### src/rtl/sha2_pad_pkg.sv
// Shared types and constants for the SHA-2 message padder.
//   pad_state_t : padder phase (message data, marker word, zero fill, length field)
//   pad_flags_t : block/message framing flags carried alongside each output word
//   MARK_BYTE   : the single '1' bit that terminates the message, as a byte
//   len_bits()  : width of the trailing length field in bits
package sha2_pad_pkg;

  typedef enum logic [1:0] {
    DATA = 2'd0,
    MARK = 2'd1,
    ZERO = 2'd2,
    LEN  = 2'd3
  } pad_state_t;

  typedef struct packed {
    logic sob;
    logic eob;
    logic eom;
  } pad_flags_t;

  localparam logic [7:0] MARK_BYTE = 8'h80;

  function automatic int unsigned len_bits(input int unsigned w, input int unsigned lw);
    return w * lw;
  endfunction

endpackage

### src/rtl/sha2_pad_byte_merge.sv
// Combinational last-word formatter: keeps bytes 0..nbytes-1 of a big-endian
// word, places the 0x80 marker in byte nbytes and clears the bytes after it.
// When nbytes equals the word size every byte is kept and no marker fits.
//   word     : input message word, byte 0 in the MSBs
//   nbytes   : number of valid bytes in word
//   merged_c : formatted word
module sha2_pad_byte_merge
  import sha2_pad_pkg::*;
#(
  parameter int unsigned WORD_W = 32
) (
  input  logic [WORD_W-1:0]          word,
  input  logic [$clog2(WORD_W/8):0]  nbytes,
  output logic [WORD_W-1:0]          merged_c
);

  localparam int unsigned BYTES = WORD_W / 8;
  localparam int unsigned NB_W  = $clog2(BYTES) + 1;

  // Byte-by-byte select: keep, marker, or zero.
  always_comb begin
    merged_c = '0;
    for (int unsigned b = 0; b < BYTES; b++) begin
      if (NB_W'(b) < nbytes) begin
        merged_c[WORD_W-1-8*b -: 8] = word[WORD_W-1-8*b -: 8];
      end else if (NB_W'(b) == nbytes) begin
        merged_c[WORD_W-1-8*b -: 8] = MARK_BYTE;
      end
    end
  end

endmodule

### src/rtl/sha2_msg_padder.sv
// Streaming SHA-2 message padder. Passes message words through, then appends
// the 0x80 marker, zero fill and the big-endian message bit length so that
// the output is a whole number of BLOCK_WORDS-word blocks, framed with
// start-of-block / end-of-block / end-of-message flags.
//   clk, rst_n                      : clock, async active-low reset
//   in_data/in_valid/in_ready       : message word stream (byte 0 = MSBs)
//   in_last/in_nbytes               : final word marker and its valid byte count
//   out_data/out_valid/out_ready    : padded word stream (one register stage)
//   out_sob/out_eob/out_eom         : word 0 of block, last word of block, last word of message
module sha2_msg_padder
  import sha2_pad_pkg::*;
#(
  parameter int unsigned WORD_W      = 32,
  parameter int unsigned BLOCK_WORDS = 16,
  parameter int unsigned LEN_WORDS   = 2
) (
  input  logic                         clk,
  input  logic                         rst_n,
  input  logic [WORD_W-1:0]            in_data,
  input  logic                         in_valid,
  input  logic                         in_last,
  input  logic [$clog2(WORD_W/8):0]    in_nbytes,
  output logic                         in_ready,
  output logic [WORD_W-1:0]            out_data,
  output logic                         out_valid,
  input  logic                         out_ready,
  output logic                         out_sob,
  output logic                         out_eob,
  output logic                         out_eom
);

  localparam int unsigned BYTES     = WORD_W / 8;
  localparam int unsigned NB_W      = $clog2(BYTES) + 1;
  localparam int unsigned IDX_W     = $clog2(BLOCK_WORDS);
  localparam int unsigned LEN_BITS  = len_bits(WORD_W, LEN_WORDS);
  localparam int unsigned CNT_W     = LEN_BITS - 3;
  localparam int unsigned LIDX_W    = (LEN_WORDS > 1) ? $clog2(LEN_WORDS) : 1;
  // Block position of the last word that is not part of the length field.
  localparam int unsigned LEN_START = BLOCK_WORDS - LEN_WORDS - 1;

  // Elaboration-time legality checks.
  if (WORD_W != 32 && WORD_W != 64) begin : g_bad_word_w
    $error("sha2_msg_padder: WORD_W must be 32 or 64");
  end
  if (BLOCK_WORDS != 16) begin : g_bad_block_words
    $error("sha2_msg_padder: BLOCK_WORDS must be 16");
  end
  if (LEN_WORDS != 2) begin : g_bad_len_words
    $error("sha2_msg_padder: LEN_WORDS must be 2");
  end

  pad_state_t               state,    state_nxt;
  logic [IDX_W-1:0]         word_idx, word_idx_nxt;
  logic [CNT_W-1:0]         byte_cnt, byte_cnt_nxt;
  logic [LIDX_W-1:0]        len_idx,  len_idx_nxt;
  logic                     valid_nxt;
  logic [WORD_W-1:0]        data_nxt;
  pad_flags_t               out_flags, flags_nxt;

  logic                     load_c;
  logic [WORD_W-1:0]        merged_c;
  logic [LEN_WORDS-1:0][WORD_W-1:0] len_words_c;
  logic [LIDX_W-1:0]        len_sel_c;
  pad_state_t               fill_next_c;
  logic                     emit_c;
  logic                     eom_c;
  logic                     eob_c;
  logic [WORD_W-1:0]        word_c;

  // Output register may take a new word when empty or being drained.
  assign load_c   = !out_valid || out_ready;
  assign in_ready = rst_n && (state == DATA) && load_c;

  assign out_sob = out_flags.sob;
  assign out_eob = out_flags.eob;
  assign out_eom = out_flags.eom;

  sha2_pad_byte_merge #(
    .WORD_W (WORD_W)
  ) u_merge (
    .word     (in_data),
    .nbytes   (in_nbytes),
    .merged_c (merged_c)
  );

  // Length field in bits, split into words, most significant word first.
  assign len_words_c = {byte_cnt, 3'b000};
  assign len_sel_c   = LIDX_W'(LEN_WORDS - 1) - len_idx;

  // After a marker or zero word at the current index: length starts next
  // only if this was the last pre-length slot, otherwise keep zero filling
  // (possibly through a block wrap into an extra block).
  assign fill_next_c = (word_idx == IDX_W'(LEN_START)) ? LEN : ZERO;

  // Next-state, counters and output register contents.
  always_comb begin
    state_nxt    = state;
    word_idx_nxt = word_idx;
    byte_cnt_nxt = byte_cnt;
    len_idx_nxt  = len_idx;
    valid_nxt    = out_valid;
    data_nxt     = out_data;
    flags_nxt    = out_flags;
    emit_c       = 1'b0;
    eom_c        = 1'b0;
    eob_c        = 1'b0;
    word_c       = '0;

    if (load_c) begin
      valid_nxt = 1'b0;
      case (state)
        DATA: begin
          if (in_valid) begin
            emit_c = 1'b1;
            if (in_last) begin
              byte_cnt_nxt = byte_cnt + CNT_W'(in_nbytes);
              if (in_nbytes < NB_W'(BYTES)) begin
                word_c    = merged_c;
                state_nxt = fill_next_c;
              end else begin
                word_c    = in_data;
                state_nxt = MARK;
              end
            end else begin
              byte_cnt_nxt = byte_cnt + CNT_W'(BYTES);
              word_c       = in_data;
            end
          end
        end
        MARK: begin
          emit_c                 = 1'b1;
          word_c[WORD_W-1 -: 8]  = MARK_BYTE;
          state_nxt              = fill_next_c;
        end
        ZERO: begin
          emit_c    = 1'b1;
          state_nxt = fill_next_c;
        end
        LEN: begin
          emit_c = 1'b1;
          word_c = len_words_c[len_sel_c];
          if (len_idx == LIDX_W'(LEN_WORDS - 1)) begin
            eom_c        = 1'b1;
            state_nxt    = DATA;
            byte_cnt_nxt = '0;
            len_idx_nxt  = '0;
          end else begin
            len_idx_nxt = len_idx + LIDX_W'(1);
          end
        end
        default: state_nxt = DATA;
      endcase

      if (emit_c) begin
        eob_c         = (word_idx == IDX_W'(BLOCK_WORDS - 1));
        valid_nxt     = 1'b1;
        data_nxt      = word_c;
        flags_nxt.sob = (word_idx == '0);
        flags_nxt.eob = eob_c;
        flags_nxt.eom = eom_c;
        word_idx_nxt  = eob_c ? '0 : word_idx + IDX_W'(1);
      end
    end
  end

  // State, counters and output register.
  always_ff @(posedge clk or negedge rst_n) begin
    if (!rst_n) begin
      state     <= DATA;
      word_idx  <= '0;
      byte_cnt  <= '0;
      len_idx   <= '0;
      out_valid <= 1'b0;
      out_data  <= '0;
      out_flags <= '0;
    end else begin
      state     <= state_nxt;
      word_idx  <= word_idx_nxt;
      byte_cnt  <= byte_cnt_nxt;
      len_idx   <= len_idx_nxt;
      out_valid <= valid_nxt;
      out_data  <= data_nxt;
      out_flags <= flags_nxt;
    end
  end

  // A final word may not claim more bytes than the word holds.
  a_nbytes_legal: assert property (@(posedge clk) disable iff (!rst_n)
    (in_valid && in_ready && in_last) |-> (in_nbytes <= NB_W'(BYTES)));

endmodule
### config.mk
export PLATFORM = sky130hd
export DESIGN_NAME = sha2_msg_padder
export DESIGN_NICKNAME = d
export VERILOG_FILES = /design/src/rtl/sha2_pad_pkg.sv /design/src/rtl/sha2_pad_byte_merge.sv /design/src/rtl/sha2_msg_padder.sv
export SDC_FILE = /design/constraint.sdc
export NUM_CORES = 1
export LEC_CHECK = 0
export ABC_AREA = 1
export CORE_MARGIN = 4
export CORE_UTILIZATION = 44
export DETAILED_ROUTE_END_ITERATION = 8
export HOLD_SLACK_MARGIN = 0.05
export PLACE_DENSITY = 0.68
export SLEW_MARGIN = 20
export SYNTH_ARGS = -nofsm -noshare
export SYNTH_HDL_FRONTEND = slang
export SYNTH_HIERARCHICAL = 1
export SYNTH_SLANG_ARGS = --single-unit
### constraint.sdc
create_clock -name clk -period 4.8 [get_ports clk]
set_clock_uncertainty 0.05 [all_clocks]
set_input_delay 0.96 -clock clk [delete_from_list [all_inputs] [get_ports clk]]
set_output_delay 0.96 -clock clk [all_outputs]
set_load 0.03 [all_outputs]
=== Word-level counts from Yosys, hierarchy flattened ===
Cells that the tools add are included.

* Bits in registers: 104
* Input port bits: 40
* Output and inout bits: 37
* Word-level logic and storage cells: 78

* Add/sub/neg operators: 5
* Magnitude comparators: 6
* Eq/ne operators: 11
* Mux-type cells: 33
* Reductions and logical operators: 14

{| class="wikitable"
|+ Operators with widths
! operator !! count
|-
| $mux W61 || 3
|-
| $mux W32 || 5
|-
| $pmux W61 S2 || 1
|-
| $mux W8 || 8
|-
| $add A61 B3 Y61 || 1
|-
| $add A61 B3 Y61 const B || 1
|-
| $pmux W24 S2 || 1
|-
| $pmux W8 S3 || 1
|-
| $eq A4 B4 Y1 const B || 2
|-
| $mux W2 || 4
|-
| $reduce_and A4 Y1 || 2
|-
| $mux W1 || 7
|-
| $eq A2 B3 Y1 const A || 2
|-
| $lt A1 B3 Y1 const A || 2
|-
| $lt A2 B3 Y1 const A || 2
|-
| $ne A2 B2 Y1 const B || 3
|-
| $pmux W2 S3 || 1
|-
| $add A4 B1 Y4 const B || 1
|-
| $eq A2 B2 Y1 const B || 2
|-
| $logic_not A4 Y1 || 1
|-
| $mux W4 || 1
|-
| $reduce_and A2 Y1 || 2
|-
| $eq A1 B3 Y1 const A || 1
|-
| $logic_not A3 Y1 || 1
|-
| other kinds (13) || 14
|}

=== Depth between registers and ports, before layout ===
Gate-level depths: netlist of run 1.

* Depth in word-level cells: 7
* Mapped depth: 13
* Depth with buffers taken out: 12

=== Hierarchy ===
The synthesis of run 1 kept the hierarchy.

{| class="wikitable"
|+ By module, submodules not included
! module !! instances !! cells an instance !! area each (µm²) !! seq. area each (µm²)
|-
| sha2_msg_padder || 1 || 1046 || 7144.4 || 2602.5
|-
| sha2_pad_byte_merge || 1 || 69 || 336.6 || 0.0
|}

=== Least setup slack after synthesis of run 1 ===
No wires, ideal clock.

* Path kind: in2out
* Start point: input port out_ready
* End point: output port in_ready
* Arrival: 1417 ps
* Required time: 3790 ps
* Slack: 2373 ps
* Stages: 3
* Buffers on the path: 0
* Cell sequence: inv_1 > nand2_1 > and3_1

* Cells in the longest elaborated chain, start to end: 2

{| class="wikitable"
|+ RTL lines
! what !! line !! RTL
|-
| from (decl) || sha2_msg_padder.sv:26 || <nowiki>input logic out_ready,</nowiki>
|-
| $logic_or A1 B1 Y1 || sha2_msg_padder.sv:71 || <nowiki>assign load_c = !out_valid || out_ready;</nowiki>
|-
| $logic_and A1 B1 Y1 || sha2_msg_padder.sv:72 || <nowiki>assign in_ready = rst_n && (state == DATA) && load_c;</nowiki>
|-
| to (decl) || sha2_msg_padder.sv:23 || <nowiki>output logic in_ready,</nowiki>
|}

No other way between the ends.

=== Worst setup path after layout of run 1 ===
Same ends and word-level chain as after synthesis.

==> results of run 1 <==
flip-flops by register name, indices dropped and copies added, names as in the netlist, 2 cells and up:
signal	flops
byte_cnt	61
out_data	32
state	2
word_idx	4
worst max-delay path: cells and delay by family:
family | cells | cell delay, ns
AND/OR/NAND/NOR | 2 | 0.28
buffers and inverters | 3 | 1.17
metal layers:
layer | routed length, um | GRT usage
met1 | 12070 | 0.3960
met2 | 11390 | 0.4096
met5 | 0 | 0
met3 | 2057 | 0.04765
met4 | 651 | 0.08372
cells by family (layout without fill, tap and decap cells):
group,count (synthesis),count (layout),share of synthesized area
and+or+nand+nor,619,619,0.3636
DFF,104,104,0.3479
AOI/OAI and AO/OA,211,211,0.1718
xor gates and xnor gates,2,2,0.002342
adders and majority gates,13,13,0.02275
buffers and inverters,166,233,0.09165
power breakdown:
group	internal, mW	leakage [nW]	total, mW	switching, mW
Clock	0.374	0.140	0.747	0.373
Combinational	0.639	2.41	1.86	1.22
Sequential	1.18	1.37	1.59	0.411
area by class of cell:
| class | instances | area (um^2) |
|---|---|---|
| Clock buffer | 10 | 239.0 |
| Clock inverter | 6 | 51.30 |
| Fill cell | 1690 | 7960 |
| Inverter | 132 | 495.5 |
| Multi-Input combinational cell | 845 | 4193 |
| Sequential cell | 104 | 2603 |
| Tap cell | 220 | 275.3 |
| Timing Repair Buffer | 85 | 825.8 |
per-stage QoR:
step	total power [mW]	cells	hold slack (ns)	util
floorplan	2.715	1115	0.4249	-
global placement	3.401	1386	0.4192	0.5042
detailed placement	3.426	1386	0.4274	0.5042
CTS	4.173	1402	0.4456	0.5217
global route	4.460	1402	0.4704	0.5217
finish	4.195	1402	0.4432	0.5217
Yosys cell counts, drive strengths merged:
master / number
nand2: 260
nor2: 240
inv: 132
dfrtp: 104
o21ai: 98
nand3: 66
a21oi: 47
a22o: 24
buf: 24
nand4: 23
a22oi: 18
nor3: 18
ha: 12
clkbuf: 10
a21boi: 7
o22ai: 6
a31oi: 4
and2: 4
nor3b: 3
o21a: 3
and3: 2
or2: 2
xor2: 2
a211oi: 1
a21o: 1
fa: 1
nand3b: 1
o211ai: 1
o221ai: 1
worst paths after layout:
kind | to | cells after the start
max | in_ready | 5
min | out_sob | 2
max reg2reg | byte_cnt[4] | 11
min reg2reg | out_sob | 2
max in group asynchronous | out_data[13] | 2
min in group asynchronous | byte_cnt[57] | 1
==> flow_metrics.tcl, run 1 <==
set metrics [dict create \
    hold_class "reg -> reg" \
    ys_top_cells_by_area "dfrtp_1, nand2_1, nor2_1" \
    drive_gt1_frac 0.07783 \
    n_antenna_cell 0 \
    postRouteAntennaNets 0 \
    yosys.area.top_type "dfrtp_1" \
    first_pass_iters 6 \
    dieArea_mm2 0.01915 \
    post-route-worst-setup-slack_ns 1.384 \
    cts_resized 0 \
    rr_startpoint "state[0]" \
    cts_num_sinks 104 \
    start_kind "input port" \
    critical_path.startpoint "out_ready" \
    synth_top_area_frac 0.3479 \
    synth-warning-count 6 \
    routed_wl_um 26170 \
    syn-num-nets 1168 \
    drv_cap 0 \
    peakVddDrop_mv 0.1985 \
    period_share 0.7118 \
    seq_area_frac_synth 0.3479 \
    cp_common_cell "clkdlybuf4s50_1" \
    powerDensity_mw_per_mm2 483.1 \
    netlist_instances 1115 \
    cts_made_buffers 9 \
    clk_latency_ns 0.36 \
    worst-path-max-fanout 5 \
    synth-seq-cells 104 \
    clock_path_buffers 2 \
    die_y_um 138.4 \
    setup_tns_ns 0 \
    status "finished clean" \
    hp-start "out_sob" \
    arrival_ns 2.41 \
    die_w_um 138.4 \
    cp-end-kind "output pin" \
    layout_commonest_cell "nand2_1" \
    place_hpwl_um 20070 \
    path_cells "clkdlybuf4s50_1 -> inv_1 -> nand2_1 -> and3_1 -> clkdlybuf4s50_1" \
    area_growth_pct 16.06 \
    ios 77 \
    slew_violations 0 \
    syn-cell-area_mm2 0.007481 \
    cts.clk_slew.worst_paths_ns 0.08 \
    htreeDepth 3 \
    netlist-cell-type-count 46 \
    crit_slowest_cell "clkdlybuf4s50_1" \
    cts_tree "yes" \
    start_util 0.4495 \
    grt_pass1_vias 7300 \
    worst_pin_slew_ns 0.9761 \
    path_class "in -> out" \
    avgRoutedWirePerCell_um 18.66 \
    timing.fmax_ghz 0.2927 \
    rsz0062_at_grt "false" \
    postCtsSetupBuffers 0 \
    fp-row-count 47 \
    drc_errors 0 \
    pre_cts_ws_ns 1.382 \
    power_leakage_nw 3.926 \
    drtIter0Drc 746 \
    relSlewSlack 0.3485 \
    vias 7764 \
    hold_violations 0 \
    nets 1230 \
    routabilityCongestion 1.046 \
    antenna_found_initial 0 \
    grt_usage 0.2708 \
    syn_area_per_cell_um2 6.709 \
    r2r_setup_slack_ns 2.11 \
    min_period_ns 3.416 \
    clock-root-buffer "clkbuf_16" \
    grt.overflow.total 0 \
    stdcell_area_mm2 0.008682 \
    port_buffers 76 \
    grt_max_degree 70 \
    setup_viol_count_final 0 \
    core_region_area_mm2 0.01664 \
    grt_pass1_wl_um 41390 \
    crit_path_max_incr_delay_ns 0.67 \
    vias_per_cell 5.538 \
    place_area_mm2 0.008392 \
    ctsHoldBuffers 0 \
    final_cell_mix "nand2_1, nor2_1, inv_1, dfrtp_1, o21ai_0" \
    cp.required_ns 3.79 \
]
No activity file was read; power rests on OpenSTA's default activity.
==> run 2: changes to the inputs <==
--- a/config.mk
+++ b/config.mk
@@ -10,7 +10,7 @@
 export CORE_UTILIZATION = 44
 export DETAILED_ROUTE_END_ITERATION = 8
 export HOLD_SLACK_MARGIN = 0.05
-export PLACE_DENSITY = 0.68
+export PLACE_DENSITY = 0.71
 export SLEW_MARGIN = 20
 export SYNTH_ARGS = -nofsm -noshare
 export SYNTH_HDL_FRONTEND = slang
==> constraint.sdc (replaced) <==
create_clock -name clk -period 2.8 [get_ports clk]
set_clock_uncertainty 0.05 [all_clocks]
set_input_delay 0.56 -clock clk [delete_from_list [all_inputs] [get_ports clk]]
set_output_delay 0.56 -clock clk [all_outputs]
set_load 0.03 [all_outputs]
==> flow_metrics.tcl, run 2 (synthesis results as in run 1) <==
set metrics [dict create \
    status "finished clean" \
    drv_cap 0 \
    vias_per_cell 5.499 \
    layout_commonest_cell "nand2_1" \
    power_leakage_nw 4.037 \
    grt_pass1_vias 7083 \
    cp-end-kind "output pin" \
    nets 1249 \
    final_cell_mix "nand2_1, nor2_1, inv_1, dfrtp_1, o21ai_0" \
    grt_max_degree 57 \
    timing.fmax_ghz 0.3808 \
    port_buffers 76 \
    cts_num_sinks 104 \
    drive_gt1_frac 0.09167 \
    clock-root-buffer "clkbuf_16" \
    rr_startpoint "state[0]" \
    routed_wl_um 26130 \
    holdWs_ns 0.3311 \
    htreeDepth 3 \
    finish.utilization 0.5334 \
    drtIter0Drc 871 \
    ctsHoldBuffers 0 \
    antenna_found_initial 1 \
    powerDensity_mw_per_mm2 834.9 \
    worst_pin_slew_ns 0.8236 \
    arrival_ns 2.02 \
    r2r-end "out_data[27]" \
    gr-usage-met3 0.04144 \
    die_w_um 138.4 \
    area_growth_pct 18.67 \
    avgRoutedWirePerCell_um 18.40 \
    stdcell_area_mm2 0.008877 \
    r2r_setup_slack_ns 0.39 \
    start_util 0.4495 \
    postRouteAntennaNets 0 \
    drc_errors 0 \
    grt_util_met2 0.4134 \
    setup_viol_count_final 0 \
    relSlewSlack 0.4503 \
    worst-path-max-fanout 5 \
    peakVddDrop_mv 0.3632 \
    die_y_um 138.4 \
    min_period_ns 2.626 \
    path_class "in -> out" \
    hold_class "in -> async" \
    postCtsSetupBuffers 0 \
    ios 77 \
    place_area_mm2 0.008559 \
    slew_violations 0 \
    grt.overflow.total 0 \
    clock_path_buffers 2 \
    period_share 0.9378 \
    hold_violations 0 \
    fp-row-count 47 \
    core_region_area_mm2 0.01664 \
    grtUsageMet1 0.3834 \
    cp.required_ns 2.19 \
    first_pass_iters 6 \
    r2r_cells 8 \
    cts_tree "yes" \
    cts_resized 0 \
    grt_usage 0.2676 \
    place_hpwl_um 20460 \
    cts_made_buffers 9 \
    cts.clk_slew.worst_paths_ns 0.07 \
    grt_pass1_wl_um 40450 \
    dp_cells 1405 \
    rsz0062_at_grt "false" \
    routabilityCongestion 0.9947 \
    largest-register "byte_cnt" \
    num-fill-cells 1686 \
    n_antenna_cell 0 \
    final_cells 1420 \
    largest_reg_flops 61 \
    busiest_layer "met2" \
    largestRegisters "byte_cnt (61), out_data (32), word_idx (4)" \
    start_kind "input port" \
    clk_latency_ns 0.36 \
    dieArea_mm2 0.01915 \
    vias 7808 \
    setup_tns_ns 0 \
]
-- run 2: worst max path at each step --
stage	startpoint	cells after the start	to	slack [ns]
2_1_floorplan	in_nbytes[0]	10	byte_cnt[40]	0.82
3_3_place_gp	in_nbytes[0]	12	byte_cnt[14]	0.15
3_5_place_dp	in_nbytes[0]	12	byte_cnt[14]	0.07
4_1_cts	out_ready	5	in_ready	0.17
5_1_grt	state[0]	4	in_ready	0.05
6_report	out_ready	5	in_ready	0.17
-- run 2: cell type report --
| type | count | area, um^2 | share of cell area |
|---|---|---|---|
| Inverter | 132 | 495.5 | 0.05581 |
| Clock inverter | 6 | 92.59 | 0.01043 |
| Tap cell | 220 | 275.3 | 0.03101 |
| Timing Repair Buffer | 104 | 993.5 | 0.1119 |
| Multi-Input combinational cell | 845 | 4193 | 0.4723 |
| Sequential cell | 104 | 2603 | 0.2932 |
| Clock buffer | 9 | 225.2 | 0.02537 |
-- run 2: critical path, cell delays in order --
cell and delay (ns):
clkdlybuf4s50_1 0.46, inv_1 0.04, nand2_1 0.13, and3_1 0.17, clkdlybuf4s50_1 0.66
-- run 2: stage by stage --
step / power, mW / worst slack, ns
2_1_floorplan: 4.654 / 0.8223
3_3_place_gp: 5.934 / 0.1475
3_5_place_dp: 5.989 / 0.06852
4_1_cts: 7.398 / 0.1671
5_1_grt: 7.870 / 0.04983
6_report: 7.412 / 0.1742
-- run 2: layer usage --
| layer | vias to the layer above | wire length [um] | part of all wire |
|---|---|---|---|
| li1 | 3790 | - | - |
| met5 | - | 13 | 0.00050 |
| met2 | 311 | 11520 | 0.44 |
| met4 | 2 | 888 | 0.034 |
| met1 | 3636 | 11860 | 0.45 |
| met3 | 69 | 1840 | 0.070 |
-- run 2: power by group --
part	total (mW)	internal, mW	switching [mW]	leakage, nW
clock	1.41	0.785	0.621	0.148
sequential	2.70	2.02	0.685	1.37
combinational	3.30	1.20	2.10	2.51
